<file path="src/rtl/vga_pkg.sv">
// Shared VGA constants and helpers for the framebuffer-to-VGA pixel pipeline.
//   H_ACTIVE / V_ACTIVE : visible screen size in pixels / lines
//   CNT_W               : width of the timing generator counters
//   DEF_COLOR_W         : default bits per colour channel
//   pix_w()             : pixel word width for a given channel width ({R,G,B})
package vga_pkg;
  localparam int H_ACTIVE    = 640;
  localparam int V_ACTIVE    = 480;
  localparam int CNT_W       = 10;
  localparam int DEF_COLOR_W = 4;

  // Width of one packed {R,G,B} pixel word.
  function automatic int pix_w(input int color_w);
    return 3 * color_w;
  endfunction
endpackage

</file>
<file path="src/rtl/image_scaler_display_if.sv">
// Framebuffer read bus between the pixel pipeline and the synchronous RAM.
//   image_addr  : read address (pipeline -> RAM)
//   image_rd_en : read strobe, only for in-window visible pixels (pipeline -> RAM)
//   image_data  : {R,G,B} read data, a fixed latency after image_addr (RAM -> pipeline)
// Modports: master = pixel pipeline, slave = RAM.
interface image_scaler_display_if #(
  parameter int ADDR_W = 17,
  parameter int PIX_W  = 12
);
  logic [ADDR_W-1:0] image_addr;
  logic              image_rd_en;
  logic [PIX_W-1:0]  image_data;

  modport master (output image_addr, output image_rd_en, input image_data);
  modport slave  (input image_addr, input image_rd_en, output image_data);
endinterface

</file>
<file path="src/rtl/pipe_delay.sv">
// Generic shift register with a per-instance reset value, used to align
// sync and flag signals with the RAM read latency.
//   clk, rst_n : clock, asynchronous active-low reset
//   din        : input word
//   dout       : din delayed by DEPTH cycles (DEPTH >= 1)
module pipe_delay #(
  parameter int               WIDTH   = 1,
  parameter int               DEPTH   = 1,
  parameter logic [WIDTH-1:0] RST_VAL = {WIDTH{1'b0}}
) (
  input  logic             clk,
  input  logic             rst_n,
  input  logic [WIDTH-1:0] din,
  output logic [WIDTH-1:0] dout
);
  logic [WIDTH-1:0] stage_r [DEPTH];

  // Shift chain: stage 0 takes din, every later stage takes its predecessor.
  always_ff @(posedge clk or negedge rst_n) begin
    if (!rst_n) begin
      for (int i = 0; i < DEPTH; i++) stage_r[i] <= RST_VAL;
    end else begin
      stage_r[0] <= din;
      for (int i = 1; i < DEPTH; i++) stage_r[i] <= stage_r[i-1];
    end
  end

  assign dout = stage_r[DEPTH-1];
endmodule

</file>
<file path="src/rtl/image_scaler_display.sv">
// Framebuffer-to-VGA pixel pipeline. Maps screen counters onto a scaled,
// positioned image window, generates the framebuffer address incrementally
// (row base + column, no multiplier), hides the RAM latency and delays
// sync/visible so colour and sync leave together MEM_LATENCY+2 cycles later.
// Optional feature macro: COLOR_KEY_EN (adds color_key transparency input).
// Ports:
//   clk, rst_n          : pixel clock, asynchronous active-low reset
//   h_cnt, v_cnt        : screen column / line from the timing generator
//   visible             : active-video flag aligned to the counters
//   hsync_in, vsync_in  : negative syncs aligned to the counters
//   bg_color            : colour outside the window
//   color_key           : (COLOR_KEY_EN only) transparent pixel value
//   fb                  : framebuffer read bus (master side)
//   vga_r/g/b           : registered colour outputs
//   hsync_out/vsync_out : delayed syncs, aligned with vga_r/g/b
module image_scaler_display
  import vga_pkg::*;
#(
  parameter int IMG_W       = 320,
  parameter int IMG_H       = 240,
  parameter int SCALE_SHIFT = 1,
  parameter int X0          = 0,
  parameter int Y0          = 0,
  parameter int MEM_LATENCY = 1,
  parameter int COLOR_W     = DEF_COLOR_W,
  parameter int ADDR_W      = 17
) (
  input  logic                        clk,
  input  logic                        rst_n,
  input  logic [CNT_W-1:0]            h_cnt,
  input  logic [CNT_W-1:0]            v_cnt,
  input  logic                        visible,
  input  logic                        hsync_in,
  input  logic                        vsync_in,
  input  logic [pix_w(COLOR_W)-1:0]   bg_color,
`ifdef COLOR_KEY_EN
  input  logic [pix_w(COLOR_W)-1:0]   color_key,
`endif
  image_scaler_display_if.master      fb,
  output logic [COLOR_W-1:0]          vga_r,
  output logic [COLOR_W-1:0]          vga_g,
  output logic [COLOR_W-1:0]          vga_b,
  output logic                        hsync_out,
  output logic                        vsync_out
);
  localparam int PW    = pix_w(COLOR_W);
  // Two extra bits so window edges past the screen (X0 + scaled width > 640) still compare correctly.
  localparam int WIN_W = CNT_W + 2;
  localparam logic [WIN_W-1:0]  X_LO     = WIN_W'(X0);
  localparam logic [WIN_W-1:0]  X_HI     = WIN_W'(X0 + (IMG_W << SCALE_SHIFT));
  localparam logic [WIN_W-1:0]  Y_LO     = WIN_W'(Y0);
  localparam logic [WIN_W-1:0]  Y_HI     = WIN_W'(Y0 + (IMG_H << SCALE_SHIFT));
  localparam logic [WIN_W-1:0]  ROW_MASK = WIN_W'((1 << SCALE_SHIFT) - 1);
  localparam logic [ADDR_W-1:0] ROW_STEP = ADDR_W'(IMG_W);
  localparam logic [ADDR_W-1:0] ROW_MAX  = ADDR_W'((IMG_H - 1) * IMG_W);

  logic [WIN_W-1:0]  h_ext_s, v_ext_s, h_off_s, v_off_s;
  logic              h_in_s, v_in_s, in_win_s;
  logic [ADDR_W-1:0] col_s, row_base_nxt_s, row_base_r;
  logic [CNT_W-1:0]  v_prev_r;
  logic              in_win_d_s, vis_d_s;
  logic [PW-1:0]     bg_d_s, rgb_nxt_s;
  logic              hsync_d_s, vsync_d_s;

  assign h_ext_s = {2'b00, h_cnt};
  assign v_ext_s = {2'b00, v_cnt};

  // Window compare and column index; off-screen pixels are never inside the window.
  always_comb begin
    h_off_s  = h_ext_s - X_LO;
    v_off_s  = v_ext_s - Y_LO;
    h_in_s   = (h_ext_s >= X_LO) && (h_ext_s < X_HI) && (h_cnt < CNT_W'(H_ACTIVE));
    v_in_s   = (v_ext_s >= Y_LO) && (v_ext_s < Y_HI) && (v_cnt < CNT_W'(V_ACTIVE));
    in_win_s = visible && h_in_s && v_in_s;
    col_s    = ADDR_W'(h_off_s >> SCALE_SHIFT);
  end

  // Row base: cleared on the window's top line, stepped by IMG_W on the first
  // replicated line of each image row. Used combinationally so the first pixel
  // of a new line already sees the updated base. Clamped to keep addresses in range
  // after a mid-frame reset.
  always_comb begin
    row_base_nxt_s = row_base_r;
    if (v_cnt != v_prev_r) begin
      if (v_ext_s == Y_LO) begin
        row_base_nxt_s = {ADDR_W{1'b0}};
      end else if (v_in_s && ((v_off_s & ROW_MASK) == {WIN_W{1'b0}})) begin
        if (row_base_r >= ROW_MAX) begin
          row_base_nxt_s = ROW_MAX;
        end else begin
          row_base_nxt_s = row_base_r + ROW_STEP;
        end
      end else begin
        row_base_nxt_s = row_base_r;
      end
    end else begin
      row_base_nxt_s = row_base_r;
    end
  end

  // Stage 0: framebuffer address, read strobe and row tracking state.
  always_ff @(posedge clk or negedge rst_n) begin
    if (!rst_n) begin
      fb.image_addr  <= {ADDR_W{1'b0}};
      fb.image_rd_en <= 1'b0;
      row_base_r     <= {ADDR_W{1'b0}};
      v_prev_r       <= {CNT_W{1'b0}};
    end else begin
      fb.image_addr  <= in_win_s ? (row_base_nxt_s + col_s) : {ADDR_W{1'b0}};
      fb.image_rd_en <= in_win_s;
      row_base_r     <= row_base_nxt_s;
      v_prev_r       <= v_cnt;
    end
  end

  // Flags and background travel through stage 0 plus MEM_LATENCY stages to meet image_data.
  pipe_delay #(
    .WIDTH   (PW + 2),
    .DEPTH   (MEM_LATENCY + 1),
    .RST_VAL ({(PW + 2){1'b0}})
  ) u_ctrl_pipe (
    .clk   (clk),
    .rst_n (rst_n),
    .din   ({in_win_s, visible, bg_color}),
    .dout  ({in_win_d_s, vis_d_s, bg_d_s})
  );

  // Syncs reset to the inactive (high) level of negative sync.
  pipe_delay #(
    .WIDTH   (2),
    .DEPTH   (MEM_LATENCY + 1),
    .RST_VAL (2'b11)
  ) u_sync_pipe (
    .clk   (clk),
    .rst_n (rst_n),
    .din   ({hsync_in, vsync_in}),
    .dout  ({hsync_d_s, vsync_d_s})
  );

  // Output colour mux: image inside the window, background elsewhere in active video, black in blanking.
  always_comb begin
    rgb_nxt_s = {PW{1'b0}};
    if (vis_d_s && in_win_d_s) begin
`ifdef COLOR_KEY_EN
      if (fb.image_data == color_key) begin
        rgb_nxt_s = bg_d_s;
      end else begin
        rgb_nxt_s = fb.image_data;
      end
`else
      rgb_nxt_s = fb.image_data;
`endif
    end else if (vis_d_s) begin
      rgb_nxt_s = bg_d_s;
    end else begin
      rgb_nxt_s = {PW{1'b0}};
    end
  end

  // Output stage: registered colour and syncs.
  always_ff @(posedge clk or negedge rst_n) begin
    if (!rst_n) begin
      vga_r     <= {COLOR_W{1'b0}};
      vga_g     <= {COLOR_W{1'b0}};
      vga_b     <= {COLOR_W{1'b0}};
      hsync_out <= 1'b1;
      vsync_out <= 1'b1;
    end else begin
      {vga_r, vga_g, vga_b} <= rgb_nxt_s;
      hsync_out             <= hsync_d_s;
      vsync_out             <= vsync_d_s;
    end
  end
endmodule

</file>
<file path="src/flat_wrapper.sv">
// flat-port wrapper written by rule: the top's interface ports become plain ports
module image_scaler_display_flat import vga_pkg::*;
#(
  parameter int IMG_W       = 320,
  parameter int IMG_H       = 240,
  parameter int SCALE_SHIFT = 1,
  parameter int X0          = 0,
  parameter int Y0          = 0,
  parameter int MEM_LATENCY = 1,
  parameter int COLOR_W     = DEF_COLOR_W,
  parameter int ADDR_W      = 17
)
  (clk, rst_n, h_cnt, v_cnt, visible, hsync_in, vsync_in, bg_color, vga_r, vga_g, vga_b, hsync_out, vsync_out, fb_image_addr, fb_image_rd_en, fb_image_data);
  image_scaler_display_if #(.ADDR_W(ADDR_W), .PIX_W(12)) fb_i ();
  input  logic clk;
  input  logic rst_n;
  input  logic [CNT_W-1:0] h_cnt;
  input  logic [CNT_W-1:0] v_cnt;
  input  logic visible;
  input  logic hsync_in;
  input  logic vsync_in;
  input  logic [pix_w(COLOR_W)-1:0] bg_color;
  output logic [COLOR_W-1:0] vga_r;
  output logic [COLOR_W-1:0] vga_g;
  output logic [COLOR_W-1:0] vga_b;
  output logic hsync_out;
  output logic vsync_out;
  output wire logic [$bits(fb_i.image_addr)-1:0] fb_image_addr;
  output wire logic [$bits(fb_i.image_rd_en)-1:0] fb_image_rd_en;
  input wire logic [$bits(fb_i.image_data)-1:0] fb_image_data;
  assign fb_image_addr = fb_i.image_addr;
  assign fb_image_rd_en = fb_i.image_rd_en;
  assign fb_i.image_data = fb_image_data;
  image_scaler_display #(.IMG_W(IMG_W), .IMG_H(IMG_H), .SCALE_SHIFT(SCALE_SHIFT), .X0(X0), .Y0(Y0), .MEM_LATENCY(MEM_LATENCY), .COLOR_W(COLOR_W), .ADDR_W(ADDR_W)) u_core (.clk(clk), .rst_n(rst_n), .h_cnt(h_cnt), .v_cnt(v_cnt), .visible(visible), .hsync_in(hsync_in), .vsync_in(vsync_in), .bg_color(bg_color), .fb(fb_i), .vga_r(vga_r), .vga_g(vga_g), .vga_b(vga_b), .hsync_out(hsync_out), .vsync_out(vsync_out));
endmodule
</file>
<file path="config.mk">
export PLATFORM = sky130hd
export DESIGN_NAME = image_scaler_display_flat
export DESIGN_NICKNAME = d
export VERILOG_FILES = /design/src/rtl/vga_pkg.sv /design/src/rtl/image_scaler_display_if.sv /design/src/rtl/pipe_delay.sv /design/src/rtl/image_scaler_display.sv /design/src/flat_wrapper.sv
export SDC_FILE = /design/constraint.sdc
export NUM_CORES = 1
export LEC_CHECK = 0
export CORE_MARGIN = 2
export CORE_UTILIZATION = 55
export DETAILED_ROUTE_END_ITERATION = 10
export DONT_BUFFER_PORTS = 1
export PLACE_DENSITY = 0.67
export SETUP_SLACK_MARGIN = 0.05
export SLEW_MARGIN = 25
export SYNTH_ARGS = -nofsm -noshare
export SYNTH_HDL_FRONTEND = slang
export SYNTH_HIERARCHICAL = 1
export SYNTH_SLANG_ARGS = --single-unit
</file>
<file path="constraint.sdc">
create_clock -name clk -period 11.7 [get_ports clk]
set_input_delay 0 -clock clk [delete_from_list [all_inputs] [get_ports clk]]
set_output_delay 0 -clock clk [all_outputs]
set_load 0.005 [all_outputs]
</file>
Yosys cells after proc, flatten, opt, wreduce, memory -nomap -nowiden
Index checks and enable logic that the tools add are counted.
{ "totals": {"out_inout_bits": 32, "reg_bits": 91, "in_bits": 49} }
{ "classes": {"n_addsub": 2, "n_reduce_logical": 10, "order_cmp": 7, "n_mux": 7, "eq_ne": 1} }
{ "op_table": {"columns": ["cell", "count"], "rows": [
  ["$mux 17", 5],
  ["$logic_not 12->1", 2],
  ["$mux 12", 2],
  ["$ge 10x1->1 const B", 2],
  ["$lt 10x10->1 const B", 2],
  ["$lt 10x9->1 const B", 2],
  ["$add 17x9->17", 1],
  ["$add 17x9->17 const B", 1],
  ["$ge 17x17->1 const B", 1],
  ["$ne 10x10->1", 1],
  ["$logic_and 1x1->1", 8]
]} }

Longest topological paths before layout
Gate-level depths: netlist (run 1).
{ "depth": {"ltp_word": 9, "mapped_depth": 16, "mapped_depth_nobuf": 16} }

Modules after synthesis
The synthesis (run 1) kept the hierarchy.
{ "modules_own_cells": {"columns": ["mod", "cells_per_inst", "area_each_um2", "seq_area_each_um2", "n_inst"], "rows": [
  ["image_scaler_display", 282, 3034.2, 1478.9, 1],
  ["pipe_delay (u_core.u_ctrl_pipe)", 42, 805.8, 700.7, 1],
  ["pipe_delay (u_core.u_sync_pipe)", 6, 120.1, 105.1, 1]
]} }

Worst setup path after synthesis (run 1)
OpenSTA, ideal clock, no wires.
{ "synth_timing": {"path_type": "register -> register", "startpoint": "reg u_core.v_prev_r[9]", "endpoint": "reg u_core.fb.image_addr[14]", "slack_ps": 7900, "synth_period_minus_slack_ps": 3800, "t_arrival_ps": 3722, "t_required_ps": 11622, "setup_time_ps": 78, "stages_incl_launch_ff": 17, "cell_sequence": "dfrtp_1 -> xor2_1 -> nor4_1 -> and3_1 -> buf_6 -> a31o_2 -> and2_1 -> ha_1 -> inv_1 -> fa_1 -> nor2b_1 -> o21ai_0 -> a21oi_1 -> o311a_1 -> o21ai_0 -> or4_1 -> a21oi_1"} }
{ "synth_between": {"elab_chain_len": 4} }
{ "synth_rtl": {"columns": ["item", "line_no", "text"], "rows": [
  ["start, declared", "image_scaler_display.sv:60", "logic [CNT_W-1:0] v_prev_r;"],
  ["start signal, assigned", "image_scaler_display.sv:107", "v_prev_r <= {CNT_W{1'b0}};"],
  ["start signal, assigned", "image_scaler_display.sv:112", "v_prev_r <= v_cnt;"],
  ["$ne 10x10->1", "image_scaler_display.sv:84", "if (v_cnt != v_prev_r) begin"],
  ["$mux 17", "image_scaler_display.sv:84", null],
  ["named net u_core.row_base_nxt_s[0]", "image_scaler_display.sv:59", "logic [ADDR_W-1:0] col_s, row_base_nxt_s, row_base_r;"],
  ["$add 17x9->17", "image_scaler_display.sv:109", "fb.image_addr <= in_win_s ? (row_base_nxt_s + col_s) : {ADDR_W{1'b0}};"],
  ["$mux 17", "image_scaler_display.sv:109", null],
  ["end signal, assigned", "image_scaler_display.sv:104", "fb.image_addr <= {ADDR_W{1'b0}};"],
  ["end signal, assigned", "image_scaler_display.sv:109", null],
  ["end, declared", "image_scaler_display_if.sv:14", "modport master (output image_addr, output image_rd_en, input image_data);"]
]} }
The timed path passes the listed nets, and every way through them passes these cells.

Worst setup path in the final report (run 1)
Same ends and word-level chain as after synthesis.

==> results of run 1 <==
[layout by cell type, fill, tap and decap left out, types with 6 or more instances in the layout]
master / instances
dlygate4sd3_1: 41
and2_1: 11
nor4_1: 6
dfrtp_1: 85
nand2_1: 7
xor2_1: 11
dfstp_2: 6
nor2b_1: 15
clkbuf_8: 10
mux2i_1: 15
o21ai_0: 10
nor3_1: 11
a21oi_1: 10
ha_1: 11
nor2_1: 19
inv_1: 9
[power by group]
group	switching, mW	internal (mW)
logic	0.0801	0.0643
registers	0.0274	0.340
clock network	0.120	0.110
[flip-flops by register name, summed over array words and instances, names as in the netlist]
signal and flops:
u_core/vga_b 4, u_core/vga_r 4, u_core/fb.image_addr 17, u_core/vsync_out 1, u_core/u_sync_pipe/dout 2, u_core/row_base_r 17, u_core/fb.image_rd_en 1, u_core/v_prev_r 10
u_core/hsync_out 1, u_core/u_sync_pipe/stage_r 2, u_core/u_ctrl_pipe/dout 14, u_core/u_ctrl_pipe/stage_r 14, u_core/vga_g 4
[how the worst min path moves through the flow]
stage                              end  slack [ns]  startpoint  depth (start not counted)
6_report       u_core/fb.image_addr[3]        0.02    h_cnt[4]                          3
5_1_grt        u_core/fb.image_addr[2]        0.07    h_cnt[3]                          3
4_1_cts        u_core/fb.image_addr[3]        0.01    h_cnt[4]                          3
3_5_place_dp           u_core/vga_r[3]       -0.29       rst_n                          0
3_3_place_gp           u_core/vga_r[3]       -0.29       rst_n                          0
2_1_floorplan  u_core/fb.image_addr[0]       -0.30       rst_n                          0
[cells by family after synthesis]
logic type      synth area share
mux                       0.0408
buf+inv                   0.0464
fa+ha+maj                 0.0398
xor+xnor                  0.0354
compound gates             0.100
flops                      0.577
simple gates               0.160
[final cells by class]
type                       count  area (µm²)  share of cell area
sequential                    91        2280               0.498
clock buffer                  10         138              0.0300
inverter                       9        33.8             0.00736
clock inverter                 6        78.8              0.0172
multi-input combinational    208        1500               0.326
timing repair buffer          42         438              0.0954
tap                           96         120              0.0262
[critical path, cell delays in order (launching register included)]
cell and delay, ns:
dfrtp_1 0.39, xor2_1 0.17, nor4_2 0.59, and3_1 0.49
a31o_2 0.26, and2_1 0.20, ha_1 0.19, inv_1 0.06
fa_1 0.38, nor2b_1 0.15, o21ai_0 0.12, a21oi_1 0.30
o311a_1 0.27, o21ai_0 0.24, or4_1 0.47, a21oi_1 0.17
[stage by stage]
step           cell area (µm²)  total power [mW]   util  hold slack (ns)  std cells
2_1_floorplan             3960             0.472      -           -0.296        330
3_3_place_gp              3930             0.494  0.572           -0.294        404
3_5_place_dp              3930             0.497  0.572           -0.294        404
4_1_cts                   4580             0.745  0.667           0.0104        462
5_1_grt                   4590             0.781  0.668           0.0653        462
6_report                  4590             0.741  0.668           0.0201        462
[metal layers]
metal  vias to the layer above  global-route usage
met5                         -                   0
li1                       1232                   -
met1                      1334               0.314
met4                         0              0.0813
met2                        74               0.364
met3                        12              0.0476
[repair_timing]
action / 4_1_cts / 5_1_grt
endpoints found under the hold margin: 131 / 0
endpoints found under the setup margin: 0 / 0
hold buffers: 42 / 0
==> impl_metrics.tcl, run 1 <==
set metrics [dict create \
    synth-edff-count 0 \
    grt_pass1_wl_um 13400 \
    start_util 0.577 \
    netlist_instances 330 \
    slew_headroom 0.545 \
    grt_usage 0.229 \
    clock-sinks 91 \
    fill_cells 533 \
    synth-main-ff-cell "dfrtp_1" \
    power_density_nw_per_um2 161 \
    met3_length_um 416 \
    ir_drop_mv 0.116 \
    skew_ns 0.0106 \
    wirelength_um 8290 \
    design.portCount 81 \
    htreeDepth 3 \
    r2r-end "u_core/fb.image_addr[14]" \
    hpwl_um 5550 \
    ys_types 55 \
    fmax_ghz 0.220 \
    die_w_um 88.9 \
    highest_layer "met4" \
    setup_violations 0 \
    place_congestion 0.872 \
    drive_gt1_frac 0.101 \
    synth_common_cells "dfrtp_1, nor2_1, buf_4, mux2i_1, nor2b_1" \
    yosysTopAreaCell "dfrtp_1" \
    max-cap-violations 0 \
    core_area_um2 6870 \
    vias 2652 \
    first_pass_iters 4 \
    clk_path_buf_depth 2 \
    drtIter0Drc 194 \
    reg2reg_slack_ns 7.15 \
    syn_to_final_growth_pct 15.9 \
    crit_start "u_core/v_prev_r[9]" \
    cp.arrival_ns 4.82 \
    nets 422 \
    final.setup.worst_slack_ns 7.15 \
    globalRouteOverflowTotal 0 \
    clkTransAtPathRegs_ns 0.10 \
    synth_area_um2 3960 \
    wl_met2_um 4100 \
    seq_area_frac_synth 0.577 \
    worstSkewPairLatency_ns 0.36 \
    cts_tree "done" \
    synth.most_common_cell "dfrtp_1" \
    synthArstFlopShare 1.00 \
    status "completed" \
    drc 0 \
    cp-start-kind "flip-flop" \
    routedLengthMet1_um 3650 \
    port_buffers 0 \
    critPathKind "flip-flop to flip-flop" \
    worst_pin_slew_ns 0.683 \
    hold_violations 0 \
    required_ns 11.97 \
    grt_max_degree 92 \
    p_leak_nw 1.98 \
    dieHeight_um 88.9 \
    setup_tns_ns 0 \
    cts_root_buffer "clkbuf_8" \
    cp-end-kind "flip-flop" \
    ctsResizeCount 0 \
    post_cts_buffers 0 \
    rsz0062_at_grt "false" \
    syn_nets 391 \
    grt_pass1_vias 2684 \
    antenna_cells 0 \
    postSynthAreaPerCell_um2 12.0 \
    grt_antenna_before_repair 0 \
    dieArea_um2 7900 \
    post-route-min-period_ns 4.55 \
    maxSlewViolCount 0 \
    fin_crit_sh 0.389 \
    timing.rr.start "u_core/v_prev_r[9]" \
    crit_path_end "u_core/fb.image_addr[14]" \
    yosysWarnings 6 \
    ant_nets 0 \
    synth.top_cells.by_area "dfrtp_1, dfstp_2, mux2i_1" \
    dp_worst_setup_slack_ns 6.99 \
    vias_per_cell 5.74 \
    synthDominantCellAreaShare 0.537 \
    path_max_fanout 11 \
    wl_per_cell_um 17.9 \
    holdCritPathClass "primary input to flip-flop" \
    ff2ff_path_depth 15 \
    cts_made_buffers 9 \
    ys_ff_latch 91 \
    placementRows 30 \
]
No activity file was read; power rests on OpenSTA's default activity.
==> inputs of run 2 (changes only) <==
==> constraint.sdc (replaced) <==
create_clock -name clk -period 4.4 [get_ports clk]
set_input_delay 0 -clock clk [delete_from_list [all_inputs] [get_ports clk]]
set_output_delay 0 -clock clk [all_outputs]
set_load 0.005 [all_outputs]
==> run 2 against run 1 <==
- clock skew increased by 0.0023 ns
- core utilization grew 0.67 points
- largest cell class unchanged
- register-to-register slack got worse by 6.8 ns
- final area increased by 1.0%
- maximum frequency up 12%
- worst setup slack got worse by 6.8 ns
- cell count is 1.1% higher
- hold slack improved by 0.020 ns
==> impl_metrics.tcl, run 2 (synthesis results as in run 1) <==
set metrics [dict create \
    path_buf_inv 0 \
    clkTransAtPathRegs_ns 0.10 \
    setup_tns_ns 0 \
    holdCritPathClass "primary input to flip-flop" \
    timing.hold.ws_ns 0.0398 \
    ir_drop_mv 0.251 \
    design.portCount 81 \
    clk_path_buf_depth 2 \
    placementRows 30 \
    htreeDepth 3 \
    syn_to_final_growth_pct 17.1 \
    placed_area_um2 3960 \
    rsz0062_at_grt "true" \
    clockPowerShare 0.311 \
    cts_made_buffers 9 \
    wirelength_um 8250 \
    path_max_fanout 9 \
    grt_antenna_before_repair 0 \
    status "completed" \
    antenna_cells 0 \
    required_ns 4.69 \
    start_util 0.577 \
    fmax_ghz 0.246 \
    crit_path_max_incr_delay_ns 0.52 \
    nets 427 \
    critPathTopFamily "simple AND/OR/NAND/NOR gates" \
    setup_violations 0 \
    hold_violations 0 \
    grt_usage 0.226 \
    worst_pin_slew_ns 0.687 \
    drtIter0Drc 185 \
    final_cell_mix "dfrtp_1, dlygate4sd3_1, nor2_1" \
    fin_area_um2 4640 \
    critPathKind "flip-flop to flip-flop" \
    seq_power_share 0.489 \
    port_buffers 0 \
    slew_headroom 0.542 \
    grt_pass1_vias 2699 \
    p_leak_nw 2.01 \
    dieHeight_um 88.9 \
    worstSkewPairLatency_ns 0.36 \
    crit_chain "nor4b_1 -> nand4_1 -> a21o_1 -> a31o_2 -> and2_1 -> ha_1 -> a21oi_1 -> a21boi_0 -> o21ai_0 -> a21oi_1 -> a31oi_1 -> nor4b_1 -> mux2i_1" \
    grt_pass1_wl_um 13300 \
    critPathSlowestCell "nor4b_1" \
    final_common_cell "dfrtp_1" \
    cp.arrival_ns 4.36 \
    vias_per_cell 5.75 \
    power_density_nw_per_um2 432 \
    drive_gt1_frac 0.108 \
    post_cts_buffers 0 \
    core_area_um2 6870 \
    final.setup.worst_slack_ns 0.327 \
    maxSlewViolCount 0 \
    dieArea_um2 7900 \
    place_congestion 0.897 \
    internal_power_mw 1.38 \
    ant_nets 0 \
    dp_worst_setup_slack_ns 0.295 \
    vias 2685 \
    clock-sinks 91 \
    cts_root_buffer "clkbuf_8" \
    cp-end-kind "flip-flop" \
    globalRouteOverflowTotal 0 \
    drc 0 \
    reg_top3 "u_core/fb.image_addr x17, u_core/row_base_r x17" \
    max-cap-violations 0 \
    total_switching_power_mw 0.625 \
    cts_tree "done" \
    fin_crit_sh 0.926 \
    die_w_um 88.9 \
    cp-start-kind "flip-flop" \
    skew_ns 0.0129 \
    first_pass_iters 5 \
    grt_max_degree 92 \
    hpwl_um 5530 \
    post-route-min-period_ns 4.07 \
    wl_per_cell_um 17.7 \
    p_sw_frac 0.312 \
    combPwrFrac 0.200 \
]
-- run 2: layout make-up --
| cell class | instances | area [µm²] |
|---|---|---|
| flip-flops and latches | 91 | 2280 |
| repair buffers | 47 | 478 |
| clock buffers | 9 | 124 |
| clock inverters | 7 | 105 |
| multi-input cells | 208 | 1490 |
| well taps | 96 | 120 |
| inverters | 9 | 33.8 |
| fillers | 527 | 2230 |
-- run 2: stage by stage --
step,util,power (mW),std cells
6_report,0.675,2.00,467
5_1_grt,0.675,2.12,467
4_1_cts,0.675,2.02,467
3_5_place_dp,0.577,1.34,408
3_3_place_gp,0.577,1.33,408
2_1_floorplan,-,1.25,330
-- run 2: power groups by stage --
| stage | sequential, mW | combinational, mW | clock [mW] |
|---|---|---|---|
| floorplan | 0.954 | 0.300 | 0 |
| global placement | 0.992 | 0.341 | 0 |
| detailed placement | 0.995 | 0.345 | 0 |
| CTS | 0.978 | 0.398 | 0.642 |
| global route | 0.987 | 0.456 | 0.673 |
| finish | 0.979 | 0.401 | 0.622 |
-- run 2: tightest hold or removal path, stage by stage --
cell and delay, ns:
ha_1 0.13, nor2b_1 0.05, nor3_1 0.15
-- run 2: layer usage --
layer  GRT usage  vias up  wire, µm
met2       0.370       85      4110
met3      0.0513       12       452
li1            -     1245         -
met4      0.0868        0       140
met5           0        -         0
met1       0.295     1343      3540
-- run 2: path summary, 6_finish.rpt --
path	startpoint	end	slack (ns)	depth (start not counted)
setup / recovery	u_core/row_base_r[10]	u_core/fb.image_addr[15]	0.33	13
hold / removal	h_cnt[3]	u_core/fb.image_addr[2]	0.04	3
setup reg to reg	u_core/row_base_r[10]	u_core/fb.image_addr[15]	0.33	13
hold reg to reg	u_core/u_ctrl_pipe/stage_r[18]	u_core/u_ctrl_pipe/dout[4]	0.35	0
max in group asynchronous	rst_n	u_core/vsync_out	3.83	2
min in group asynchronous	rst_n	u_core/u_ctrl_pipe/dout[11]	0.19	2
-- run 2: what timing repair did --
item	CTS	global route
hold buffers	43	0
endpoints found under the setup margin	0	5
hold endpoints to repair	132	0
gates resized for setup	0	1
